**src/rtl/mips_mem_pkg.sv**
```systemverilog
// Shared definitions for the CPU-side memory bus master.
//   mem_size_e  : access size encoding carried on cpu_size
//   bus_state_e : state encoding of the bus master FSM
package mips_mem_pkg;

   typedef enum logic [1:0] {
      SZ_BYTE = 2'd0,
      SZ_HALF = 2'd1,
      SZ_WORD = 2'd2,
      SZ_ILL  = 2'd3
   } mem_size_e;

   typedef enum logic [1:0] {
      ST_IDLE = 2'd0,
      ST_BUS  = 2'd1,
      ST_DONE = 2'd2
   } bus_state_e;

endpackage

```
**src/rtl/mem_lane_gen.sv**
```systemverilog
// Combinational lane logic for a CPU access.
// Ports:
//   size       in  2   access size (byte/half/word, 3 illegal)
//   addr_lo    in  2   low byte-address bits
//   wdata      in  32  right-justified store data
//   byteenable out 4   active byte lanes
//   writedata  out 32  store data replicated across the active lanes
//   err        out 1   illegal size or misaligned address
import mips_mem_pkg::*;

module mem_lane_gen (
   input  logic [1:0]  size,
   input  logic [1:0]  addr_lo,
   input  logic [31:0] wdata,
   output logic [3:0]  byteenable,
   output logic [31:0] writedata,
   output logic        err
);

   always_comb begin
      byteenable = 4'b0000;
      writedata  = wdata;
      err        = 1'b0;
      case (size)
         SZ_BYTE: begin
            byteenable = 4'b0001 << addr_lo;
            writedata  = {4{wdata[7:0]}};
         end
         SZ_HALF: begin
            byteenable = addr_lo[1] ? 4'b1100 : 4'b0011;
            writedata  = {2{wdata[15:0]}};
            err        = addr_lo[0];
         end
         SZ_WORD: begin
            byteenable = 4'b1111;
            err        = |addr_lo;
         end
         default: err = 1'b1;
      endcase
   end

endmodule

```
**src/rtl/mem_bus_master.sv**
```systemverilog
// CPU-to-memory bus master: turns a single CPU request into one
// read/write bus transaction with waitrequest stalls and a stall timeout.
// Ports:
//   clk, reset                         clock, synchronous active-high reset
//   cpu_req/we/addr/size/wdata   in    CPU request (sampled in IDLE only)
//   cpu_busy/done/err/rdata      out   CPU status and read data
//   address/read/write/byteenable/writedata  out  bus command
//   waitrequest/readdata         in    bus slave response
//
// state   | meaning
// --------+------------------------------------------------------
// ST_IDLE | waiting for cpu_req
// ST_BUS  | strobe asserted, waiting for waitrequest low or timeout
// ST_DONE | one-cycle cpu_done pulse (cpu_err set on error/timeout)
import mips_mem_pkg::*;

module mem_bus_master #(
   parameter int WAIT_LIMIT = 255
) (
   input  logic        clk,
   input  logic        reset,
   input  logic        cpu_req,
   input  logic        cpu_we,
   input  logic [31:0] cpu_addr,
   input  logic [1:0]  cpu_size,
   input  logic [31:0] cpu_wdata,
   output logic        cpu_busy,
   output logic        cpu_done,
   output logic        cpu_err,
   output logic [31:0] cpu_rdata,
   output logic [31:0] address,
   output logic        read,
   output logic        write,
   output logic [3:0]  byteenable,
   output logic [31:0] writedata,
   input  logic        waitrequest,
   input  logic [31:0] readdata
);

   // Abort fires on the stall cycle that brings the count up to WAIT_LIMIT.
   localparam logic [7:0] WAIT_LAST = 8'(WAIT_LIMIT - 1);

   bus_state_e  state;
   logic [7:0]  wait_cnt;
   logic [3:0]  lg_be;
   logic [31:0] lg_wd;
   logic        lg_err;

   mem_lane_gen u_lane (
      .size       (cpu_size),
      .addr_lo    (cpu_addr[1:0]),
      .wdata      (cpu_wdata),
      .byteenable (lg_be),
      .writedata  (lg_wd),
      .err        (lg_err)
   );

   always_ff @(posedge clk) begin
      if (reset) begin
         state      <= ST_IDLE;
         wait_cnt   <= 8'd0;
         cpu_busy   <= 1'b0;
         cpu_done   <= 1'b0;
         cpu_err    <= 1'b0;
         cpu_rdata  <= 32'd0;
         address    <= 32'd0;
         read       <= 1'b0;
         write      <= 1'b0;
         byteenable <= 4'd0;
         writedata  <= 32'd0;
      end else begin
         case (state)
            ST_IDLE: begin
               cpu_done <= 1'b0;
               cpu_err  <= 1'b0;
               if (cpu_req) begin
                  cpu_busy <= 1'b1;
                  if (lg_err) begin
                     // Bad accesses never reach the bus.
                     state    <= ST_DONE;
                     cpu_done <= 1'b1;
                     cpu_err  <= 1'b1;
                  end else begin
                     state      <= ST_BUS;
                     read       <= ~cpu_we;
                     write      <= cpu_we;
                     address    <= {cpu_addr[31:2], 2'b00};
                     byteenable <= lg_be;
                     writedata  <= lg_wd;
                     wait_cnt   <= 8'd0;
                  end
               end
            end
            ST_BUS: begin
               if (!waitrequest) begin
                  read     <= 1'b0;
                  write    <= 1'b0;
                  if (read) cpu_rdata <= readdata;
                  state    <= ST_DONE;
                  cpu_done <= 1'b1;
               end else begin
                  wait_cnt <= wait_cnt + 8'd1;
                  if (wait_cnt == WAIT_LAST) begin
                     read     <= 1'b0;
                     write    <= 1'b0;
                     state    <= ST_DONE;
                     cpu_done <= 1'b1;
                     cpu_err  <= 1'b1;
                  end
               end
            end
            ST_DONE: begin
               cpu_done <= 1'b0;
               cpu_err  <= 1'b0;
               cpu_busy <= 1'b0;
               state    <= ST_IDLE;
            end
            default: begin
               state    <= ST_IDLE;
               cpu_busy <= 1'b0;
            end
         endcase
      end
   end

endmodule
```
**config.mk**
```make
export PLATFORM = sky130hd
export DESIGN_NAME = mem_bus_master
export DESIGN_NICKNAME = d
export VERILOG_FILES = /design/src/rtl/mips_mem_pkg.sv /design/src/rtl/mem_lane_gen.sv /design/src/rtl/mem_bus_master.sv
export SDC_FILE = /design/constraint.sdc
export NUM_CORES = 1
export LEC_CHECK = 0
export BUFFER_PORTS_ARGS = -buffer_cell sky130_fd_sc_hd__buf_2
export CAP_MARGIN = 0
export CORE_UTILIZATION = 43
export DETAILED_ROUTE_END_ITERATION = 12
export PLACE_DENSITY = 0.84
export SLEW_MARGIN = 20
export SYNTH_ARGS = -nofsm -noshare
export SYNTH_HDL_FRONTEND = slang
export SYNTH_SLANG_ARGS = --single-unit
```
**constraint.sdc**
```tcl
create_clock -name clk -period 1.6 [get_ports clk]
set_clock_uncertainty 0.2 [all_clocks]
set_input_delay 0.08 -clock clk [delete_from_list [all_inputs] [get_ports clk]]
set_output_delay 0.08 -clock clk [all_outputs]
set_load 0.1 [all_outputs]
```
==> Word-level counts from Yosys, hierarchy flattened <==
Index checks and enable logic that the tools add are counted.
{ "classes": {"n_eq_ne": 10, "addsub": 1, "n_shift": 1, "bitwise": 4, "reduce_logical": 13, "muxes": 30} }
{ "op_table": {"columns": ["cell", "n"], "rows": [
  ["32-bit one-hot mux with 2 select lines", 1],
  ["8-bit 2-to-1 mux", 3],
  ["8-bit one-hot mux with 2 select lines", 1],
  ["1-bit 2-to-1 mux", 12],
  ["4-bit one-hot mux with 3 select lines", 1],
  ["1-bit one-hot mux with 3 select lines", 3],
  ["3-bit AND reduction", 3],
  ["8-bit by 1-bit adder with 8-bit output (second input constant)", 1],
  ["8-bit equality test (second input constant)", 1],
  ["2-bit 2-to-1 mux", 4],
  ["2-bit inequality test (second input constant)", 4],
  ["4-bit AND reduction", 2],
  ["1-bit one-hot mux with 2 select lines", 3],
  ["2-bit AND reduction", 3],
  ["2-bit by 1-bit equality test with 1-bit output (second input constant)", 2],
  ["2-bit equality test (second input constant)", 2],
  ["2-bit zero test", 2],
  ["4-bit 2-to-1 mux", 1],
  ["1-bit NOT", 4],
  ["2-bit one-hot mux with 2 select lines", 1],
  ["1-bit by 2-bit << shifter with 4-bit output (first input constant)", 1],
  ["3-bit inequality test (second input constant)", 1],
  ["3-bit nonzero test", 1],
  ["2-bit nonzero test", 1],
  ["2-bit OR reduction", 1]
]} }
{ "totals": {"out_inout_bits": 105, "elab_cells": 70, "inputBits": 103, "register_bits": 113} }

==> Longest topological paths before layout <==
Gate-level depths: netlist of the first run.
{ "logic_depth": {"word_depth": 5, "ltp_mapped": 9} }

==> Modules after synthesis <==
From an unflattened synthesis of the first run, not the netlist that was laid out.
{ "unflattened": {"hier_cells": 595, "hier_area_um2": 4755.8} }
{ "modules_own_cells": {"columns": ["mod", "area_each_um2", "n_inst", "cells_per_inst"], "rows": [
  ["mem_bus_master", 4181.5, 1, 526],
  ["mem_lane_gen", 574.3, 1, 69]
]} }

==> Worst setup path before layout of the first run <==
No wires, ideal clock.
{ "synth_timing": {"path_kind": "flip-flop to flip-flop", "startpoint": "register read", "endpoint": "register cpu_rdata[23]", "path_stages_with_launch": 6, "arrival_ps": 1680, "path_slack_ps": -350, "setup_time_ps": 70, "synth_period_minus_slack_ps": 1950, "required_time_ps": 1330, "cell_sequence": "dfxtp_1 > and2_1 > clkbuf_1 > buf_2 > nand2_1 > a21oi_1"} }
{ "synth_via": {"elab_chain_cells": 1} }
{ "synth_lines": {"columns": ["item", "line_no", "source"], "rows": [
  ["start, declared", "mem_bus_master.sv:32", "output logic read,"],
  ["start signal, assigned", "mem_bus_master.sv:85", "read <= ~cpu_we;"],
  ["3-bit AND reduction (no source line)", null, null],
  ["end signal, assigned", "mem_bus_master.sv:98", "if (read) cpu_rdata <= readdata;"],
  ["end, declared", "mem_bus_master.sv:30", "output logic [31:0] cpu_rdata,"]
]} }
Every way passes these cells.
A chain may end at the register's enable or synchronous reset.

==> Worst setup path in the final report of the first run <==
{ "layout_timing": {"startpoint": "register state[1]", "endpoint": "register wait_cnt[1]"} }
{ "layout_via": {"elab_chain_cells": 3, "word_cells_on_any_way": 8, "classes_between": "eq/ne (4); mux (1); reduce/logical (3)"} }
{ "layout_lines": {"columns": ["item", "line_no", "source"], "rows": [
  ["start, declared", "mem_bus_master.sv:43", "bus_state_e state;"],
  ["start signal, assigned", "mem_bus_master.sv:60", "state <= ST_IDLE;"],
  ["start signal, assigned", "mem_bus_master.sv:80", "state <= ST_DONE;"],
  ["start signal, assigned", "mem_bus_master.sv:84", "state <= ST_BUS;"],
  ["2-bit by 1-bit equality test with 1-bit output / 2-bit zero test (equally long branches)", "mem_bus_master.sv:72", "case (state)"],
  ["2-bit inequality test (no source line) / 2-bit nonzero test (equally long branches)", null, null],
  ["4-bit AND reduction (no source line)", null, null],
  ["end signal, assigned", "mem_bus_master.sv:102", "wait_cnt <= wait_cnt + 8'd1;"],
  ["end, declared", "mem_bus_master.sv:44", "logic [7:0] wait_cnt;"]
]} }
Several ways; a longest one is shown, not always the timed one.

==> results of run 1 <==
worst max-delay path, cell delays in order, from the launching register on:
cell	delay [ns]
dfxtp_2	0.33
inv_4	0.07
ha_4	0.20
inv_2	0.07
buf_6	0.15
nor3_1	0.23
o21ai_0	0.19
a31oi_1	0.26
flip-flops by register name (all words and copies together) (netlist names):
signal      flops
read            1
address        30
byteenable      4
cpu_busy        1
cpu_err         1
cpu_rdata      32
cpu_done        1
write           1
state           2
wait_cnt        8
writedata      32
timing repair:
item	in CTS	in global routing
gates resized for setup	74	163
cloned	5	4
setup buffers	11	3
endpoints found under the setup margin	123	144
hold buffers	103	0
hold endpoints to repair	113	0
pin swaps	18	67
kinds of logic (layout without fill, tap and decap cells):
family	count (synthesis)	in the layout	share of synthesized area
adder cells (fa/ha/maj)	5	5	0.01317
flip-flops	113	113	0.4762
other	1	4	0.0007893
AO/OA/AOI/OAI	166	166	0.2009
buffers and inverters	57	421	0.05346
multiplexers	17	17	0.03608
AND/OR/NAND/NOR	248	248	0.2194
power by group through the flow:
stage	registers (mW)	logic [mW]	clock network (mW)
3_3_place_gp	3.07	1.83	0
3_5_place_dp	3.07	1.85	0
2_1_floorplan	3.95	0.486	0
4_1_cts	3.02	2.25	3.99
5_1_grt	3.04	2.55	4.18
6_report	3.03	2.47	4.02
final cells by class:
class	count	area [µm²]
Inverter	9	36.28
Multi-Input combinational cell	438	2939
Tap cell	140	175.2
Sequential cell	113	2275
Clock buffer	17	414.1
Antenna cell	2	5.005
Clock inverter	15	207.7
Fill cell	524	1712
Timing Repair Buffer	380	3029
worst paths after layout:
| path | start | slack (ns) | endpoint |
|---|---|---|---|
| hold / removal | cpu_size[0] | 0.04 | writedata[11] |
| hold reg to reg | writedata[3] | 0.25 | writedata[3] |
| setup / recovery | state[1] | -0.20 | wait_cnt[1] |
| setup reg to reg | state[1] | -0.20 | wait_cnt[1] |
layout by cell type, fill, tap and decap left out, types with 8 or more instances in the layout:
cell | Yosys | final
dlygate4sd3_1 | 0 | 103
o21ai_0 | 34 | 29
mux2i_1 | 16 | 16
a21oi_1 | 92 | 35
buf_2 | 17 | 159
nand2_2 | 0 | 8
clkbuf_16 | 0 | 20
nor2_1 | 23 | 19
buf_12 | 0 | 9
clkbuf_4 | 0 | 32
dfxtp_1 | 113 | 107
nand2_4 | 0 | 30
buf_6 | 1 | 9
buf_4 | 3 | 59
a21oi_2 | 1 | 58
nand2_1 | 185 | 147
per-layer routing:
layer,GRT usage,share of wire,vias to the layer above
met4,0.1986,0.065,0
met2,0.5816,0.49,437
met1,0.3694,0.37,2928
met3,0.08267,0.077,136
met5,0,0,-
li1,-,-,2783
through the flow:
| step | worst slack (ns) | hold slack (ns) | utilization |
|---|---|---|---|
| 6_report | -0.1960 | 0.03543 | 0.8414 |
| 3_5_place_dp | -0.2489 | 0.1256 | 0.5788 |
| 3_3_place_gp | -0.1315 | 0.1184 | 0.5788 |
| 2_1_floorplan | -0.02293 | 0.01038 | - |
| 4_1_cts | -0.09486 | -0.02926 | 0.7760 |
| 5_1_grt | -0.2189 | 0.04863 | 0.8412 |
==> impl_metrics.yaml, run 1 <==
yosys:
  ys.flop_type: "dfxtp_1"
  ys_warn_count: 0
  synth_most_common_cell: "nand2_1"
  seq_area_frac_synth: 0.4762
  synth_top_area_share: 0.4762
  synthTopCellsByCount: "nand2_1 (185), dfxtp_1 (113), a21oi_1 (92)"
  synth_area_leaders: "dfxtp_1 (48%), nand2_1 (15%), a21oi_1 (9.7%), o21ai_0 (3.6%), mux2i_1 (3.4%)"
  ys_ff_latch: 113
  synth_edf_count: 0
  avgSynthCellArea_um2: 7.827
  async_reset_ff_frac: 0
  synth_cell_types: 44
  synth.cell_area_um2: 4751
  synth_area_leader_cell: "dfxtp_1"
  netlist_instances: 607
cells_and_area:
  postLayoutCellArea_um2: 9081
  layout-drive-gt1-share: 0.4630
  areaGrowthSynthToFinish_pct: 91.15
  final_cell_count_no_fill: 1114
  fin_nets: 1067
cts:
  cts_max_level: 4
  clk_latency_ns: 0.52
  ctsRootBufferMaster: "clkbuf_8"
  clk_pin_slew_ns: 0.06
  cts_buffers: 17
  clock_sink_count: 113
  cts_buffer_depth: 2
  cts_tree: "yes"
power_and_ir_drop:
  power.leakage_nw: 4.009
  vdd_drop_max_v: 0.0007574
  power_frac_comb: 0.259
  seqPwrFrac: 0.318
  power.share.switching: 0.3383
  clockPowerShare: 0.423
  p_sw_mw: 3.221
  intPower_mw: 6.301
  powerDensity_nw_per_um2: 1049
  finalPower_mw: 9.522
critical_path:
  rr_worst_depth: 7
  path_class: "reg -> reg"
  cp-end-kind: "register"
  start_kind: "register"
  cp.arrival_ns: 2.02
  cp.required_ns: 1.83
  cp_max_fo: 9
routing:
  drt-vias-per-instance: 5.641
  drt-total-wl_mm: 22.58
  first_pass_iters: 5
  route.vias.total: 6284
  drt-initial-drc-count: 622
  drtAntennaViolNets: 0
  wire_per_inst_um: 20.27
  drc: 0
placed_design:
  gp_congestion: 0.8000
  hpwl_mm: 9.496
  portBuffers: 205
  place_inst: 955
  placed_cell_area_um2: 6247
worst_hold_path:
  worstHoldPathCells: 4
  hp-class: "in -> reg"
timing:
  finalSetupViolCount: 111
  finalSetupTns_ns: -10.09
  post-route-period-util: 1.122
  clock.fmax_mhz: 556.8
  relSlewSlack: 0.6558
  rsz0062_at_grt: "yes"
  final_hold_viol_count: 0
  setup_ws_ns: -0.1960
  tightest_slew_ns: 0.5198
  fin_crit_ns: 1.796
  drv_slew: 0
grt:
  grt_pass1_vias: 5951
  grt_max_degree: 51
  overflow: 0
  grt_pass1_wl_mm: 29.67
  antenna_found_initial: 1
  globalRouteTotalUtil: 0.3351
floorplan:
  rows: 38
  dieArea_um2: 11470
  num_io_pins: 208
  die_w_um: 107.1
  die_y_um: 107.1
  core_um2: 10790
  start_util: 0.4402
status:
  status: "finished with violations"
  violations: "setup timing"
run:
  maxCapViolCount: 0
Power figures use the tool's default switching activity.
==> run 2, diff against run 1 <==
CORE_ASPECT_RATIO = 1.75   (was default)
PLACE_DENSITY = default   (was 0.84)
PLACE_DENSITY_LB_ADDON = 0.12   (was default)
==> impl_metrics.yaml, run 2 (synthesized netlist as in run 1, its figures left out) <==
status:
  status: "finished with violations"
  violations: "setup timing"
timing:
  fin_crit_ns: 1.783
  holdWs_ns: 0.004832
  finalSetupViolCount: 109
  relSlewSlack: 0.6472
  drv_slew: 0
  rsz0062_at_grt: "yes"
  clock.fmax_mhz: 560.9
  post-route-period-util: 1.114
  tightest_slew_ns: 0.5218
  final_hold_viol_count: 0
  finalSetupTns_ns: -9.782
  setup_ws_ns: -0.1829
routing:
  drtAntennaViolNets: 0
  drt-vias-per-instance: 5.606
  drt-initial-drc-count: 331
  first_pass_iters: 5
  wire_per_inst_um: 18.90
  drc: 0
  route.vias.total: 6167
  drt-total-wl_mm: 20.79
cells_and_area:
  seqCellArea_um2: 2275
  layout-drive-gt1-share: 0.4654
  fin_nets: 1064
  layout_commonest_cell: "buf_2"
  layout_common_cells: "buf_2 (202), nand2_1 (136), dfxtp_1 (107)"
  areaGrowthSynthToFinish_pct: 88.28
  top_regs: "cpu_rdata: 32 flops, writedata: 32 flops, address: 30 flops"
  n_fill_cell: 577
  multi_input_area_um2: 2962
  final_cell_count_no_fill: 1100
cts:
  ctsRootBufferMaster: "clkbuf_16"
  cts_buffer_depth: 2
  clk_pin_slew_ns: 0.05
  cts_buffers: 17
  clk_latency_ns: 0.41
  cts_max_level: 4
  clock_sink_count: 113
  cts_tree: "yes"
power_and_ir_drop:
  power_frac_comb: 0.269
  vdd_drop_max_v: 0.0008492
  seqPwrFrac: 0.324
  power.share.switching: 0.3355
  clockPowerShare: 0.407
  intPower_mw: 6.211
  powerDensity_nw_per_um2: 1045
  power.leakage_nw: 4.006
  p_sw_mw: 3.136
floorplan:
  die_w_um: 81.46
  num_io_pins: 208
  start_util: 0.4441
  rows: 50
  dieArea_um2: 11490
  core_um2: 10700
  die_y_um: 141.1
grt:
  antenna_found_initial: 1
  grt_max_degree: 45
  globalRouteTotalUtil: 0.3007
  grt_pass1_vias: 5562
  grt_pass1_wl_mm: 26.37
  overflow: 0
critical_path:
  path_class: "reg -> reg"
  cp_slowest_cell: "o21ba_4"
  start_kind: "register"
  cp-end-kind: "register"
  rrSetupSlack_ns: -0.18
  cp_max_fo: 11
  slowest_delay_ns: 0.35
  cp.required_ns: 1.73
  cp.arrival_ns: 1.92
  path_cells: "inv_4 > ha_4 > nand2_4 > o21ba_4 > buf_6 > buf_16 > nand2_2 > a21oi_2"
placed_design:
  hpwl_mm: 10.35
  pre_cts_ws_ns: -0.1693
  place_inst: 939
  gp_congestion: 0.8657
  portBuffers: 205
worst_hold_path:
  hp-class: "in -> reg"
run:
  maxCapViolCount: 0
-- run 2: path summary, 6_finish.rpt --
check / startpoint / end / depth (start not counted)
worst max-delay path: state[1] / writedata[0] / 8
worst min-delay path: cpu_addr[0] / byteenable[0] / 5
worst max register to register: state[1] / writedata[0] / 8
worst min register to register: address[19] / address[19] / 2
-- run 2: worst max-delay path, delay by kind of cell (launching register included) --
family	cells	cell delay [ns]
AO/OA/AOI/OAI	2	0.49
AND/OR/NAND/NOR	2	0.13
buffers and inverters	3	0.38
flip-flops	1	0.34
adder cells (fa/ha/maj)	1	0.15
-- run 2: routing by layer --
layer / global-route usage / routed length, µm
met5: 0 / 0
met4: 0.1870 / 1126
met3: 0.08220 / 1351
met2: 0.5338 / 10960
met1: 0.2966 / 7354
-- run 2: through the flow --
| stage | power, mW | utilization | area [µm²] |
|---|---|---|---|
| global route | 9.615 | 0.8361 | 8945 |
| floorplan | 4.433 | - | 4837 |
| finish | 9.347 | 0.8361 | 8945 |
| detailed placement | 4.919 | 0.5792 | 6196 |
| global placement | 4.895 | 0.5792 | 6196 |
| CTS | 9.135 | 0.7742 | 8282 |
-- run 2: power by group through the flow --
stage          clock network (mW)  registers, mW  logic [mW]
2_1_floorplan                   0           3.95       0.486
3_3_place_gp                    0           3.07        1.83
3_5_place_dp                    0           3.07        1.85
4_1_cts                      3.84           3.02        2.28
5_1_grt                      3.97           3.04        2.60
6_report                     3.80           3.03        2.51
-- run 2: layout make-up --
type	count	area share
Multi-Input combinational cell	439	0.3311
Timing Repair Buffer	376	0.3258
Sequential cell	113	0.2543
Clock buffer	18	0.04798
Clock inverter	14	0.01832
Tap cell	130	0.01818
Inverter	9	0.004057
Antenna cell	1	0.0002798
-- run 2: timing repair --
item	4_1_cts	5_1_grt
cloned	5	10
setup endpoints to repair	112	113
endpoints found under the hold margin	108	22
pin swaps	38	71
hold buffers	96	4
resized for setup	70	135
buffers inserted	15	4
==> run 3, diff against run 2 <==
SETUP_SLACK_MARGIN = 0.02   (was default)
==> impl_metrics.yaml, run 3 (synthesized netlist as in run 1, its figures left out) <==
critical_path:
  r2r_start: "state[1]"
  path_cells: "inv_4 > ha_4 > nand2_4 > o21ba_4 > buf_12 > nor2_1 > a311oi_1"
  critical-path-top-delay-family: "compound AO/OA/AOI/OAI gates"
  start_kind: "register"
  rr_worst_depth: 7
  r2r_end: "writedata[14]"
  cp.required_ns: 1.70
  cp.arrival_ns: 1.93
  slowest_delay_ns: 0.34
  cp_slowest_cell: "o21ba_4"
  path_class: "reg -> reg"
  cp_max_fo: 9
  cp_num_buf_inv: 2
  rrSetupSlack_ns: -0.23
  cp-end-kind: "register"
cts:
  clk_pin_slew_ns: 0.06
  clk_latency_ns: 0.41
  cts_max_level: 4
  cts_buffers: 17
  ctsRootBufferMaster: "clkbuf_16"
  cts_buffer_depth: 2
  cts_tree: "yes"
  clock_sink_count: 113
routing:
  drt-initial-drc-count: 282
  route.vias.total: 6270
  drt-vias-per-instance: 5.628
  wire_per_inst_um: 19.76
  drc: 0
  drt-total-wl_mm: 22.01
  first_pass_iters: 5
  drtAntennaViolNets: 0
cells_and_area:
  layout_commonest_cell: "buf_2"
  layout-drive-gt1-share: 0.5331
  multi_input_area_um2: 3186
  n_fill_cell: 525
  layout_common_cells: "buf_2 (203), dfxtp_1 (108), nand2_1 (100)"
  top_regs: "cpu_rdata: 32 flops, writedata: 32 flops, address: 30 flops"
  seqCellArea_um2: 2276
  areaGrowthSynthToFinish_pct: 94.81
  fin_nets: 1079
  postLayoutCellArea_um2: 9255
timing:
  finalSetupTns_ns: -11.53
  finalSetupViolCount: 110
  holdWs_ns: 0.03574
  fin_crit_ns: 1.825
  drv_slew: 0
  relSlewSlack: 0.5783
  clock.fmax_mhz: 547.8
  final_hold_viol_count: 0
  rsz0062_at_grt: "yes"
  tightest_slew_ns: 0.6238
  post-route-period-util: 1.141
  setup_ws_ns: -0.2255
floorplan:
  die_w_um: 81.46
  dieArea_um2: 11490
  start_util: 0.4441
  num_io_pins: 208
  rows: 50
  die_y_um: 141.1
  core_um2: 10700
worst_hold_path:
  holdPathEnd: "byteenable[0]"
  hp-class: "in -> reg"
  hold_path_startpoint: "cpu_addr[1]"
  worstHoldPathCells: 6
power_and_ir_drop:
  powerDensity_nw_per_um2: 1021
  vdd_drop_max_v: 0.001002
  power.leakage_nw: 3.977
  finalPower_mw: 9.453
placed_design:
  pre_cts_ws_ns: -0.2135
  portBuffers: 205
  gp_congestion: 0.8424
  hpwl_mm: 10.15
  placed_cell_area_um2: 6330
grt:
  grt_pass1_wl_mm: 28.72
  antenna_found_initial: 0
  globalRouteTotalUtil: 0.3287
  overflow: 0
  grt_max_degree: 48
  grt_pass1_vias: 6060
status:
  violations: "setup timing"
  status: "finished with violations"
run:
  maxCapViolCount: 0
==> run 3: metal layers <==
| metal | GRT usage | part of all wire | up-vias |
|---|---|---|---|
| li1 | - | - | 2811 |
| met1 | 0.3306 | 0.34 | 2977 |
| met2 | 0.5978 | 0.53 | 368 |
| met3 | 0.07120 | 0.068 | 114 |
| met4 | 0.1861 | 0.054 | 0 |
| met5 | 0 | 0 | - |
==> run 3: worst reg2reg max path, stage by stage (launching register included) <==
cell	delay, ns
dfxtp_2	0.33
inv_4	0.08
ha_4	0.18
nand2_4	0.08
o21ba_4	0.34
buf_12	0.17
nor2_1	0.05
a311oi_1	0.29
==> run 3: what timing repair did <==
action,4_1_cts,5_1_grt
hold buffers,99,0
setup endpoints to repair,111,112
gates resized for setup,111,168
pin swaps,62,62
buffers inserted,15,4
gates cloned,12,7
hold endpoints to repair,110,0
==> run 3: per-stage QoR <==
step	std cells	utilization
after floorplan	608	-
after global placement	951	0.5917
after detailed placement	951	0.5917
after CTS	1107	0.8037
after global routing	1113	0.8649
final	1114	0.8651
==> run 3: worst max path at each step <==
stage,from,to,slack [ns],depth (start not counted)
floorplan,state[1],cpu_rdata[0],0.006,9
global placement,cpu_size[0],wait_cnt[7],-0.1,6
detailed placement,state[1],writedata[12],-0.21,7
CTS,state[1],writedata[10],-0.11,7
global route,state[1],address[24],-0.25,8
finish,state[1],writedata[14],-0.23,7
==> run 3: final cells by class <==
class | instances | share of cell area
diodes | 1 | 0.0002704
clock buffers | 17 | 0.04596
clock inverters | 14 | 0.01785
inverters | 9 | 0.004191
multi-input cells | 443 | 0.3442
flip-flops and latches | 113 | 0.2459
well taps | 130 | 0.01757
repair buffers | 387 | 0.3241
==> run 3: where the power goes <==
part / total (mW) / switching (mW) / internal, mW / leakage (nW)
logic: 2.59 / 1.72 / 0.867 / 2.77
registers: 3.03 / 0.0896 / 2.94 / 0.921
clock network: 3.83 / 1.40 / 2.43 / 0.289
total: 9.45 / 3.21 / 6.25 / 3.98
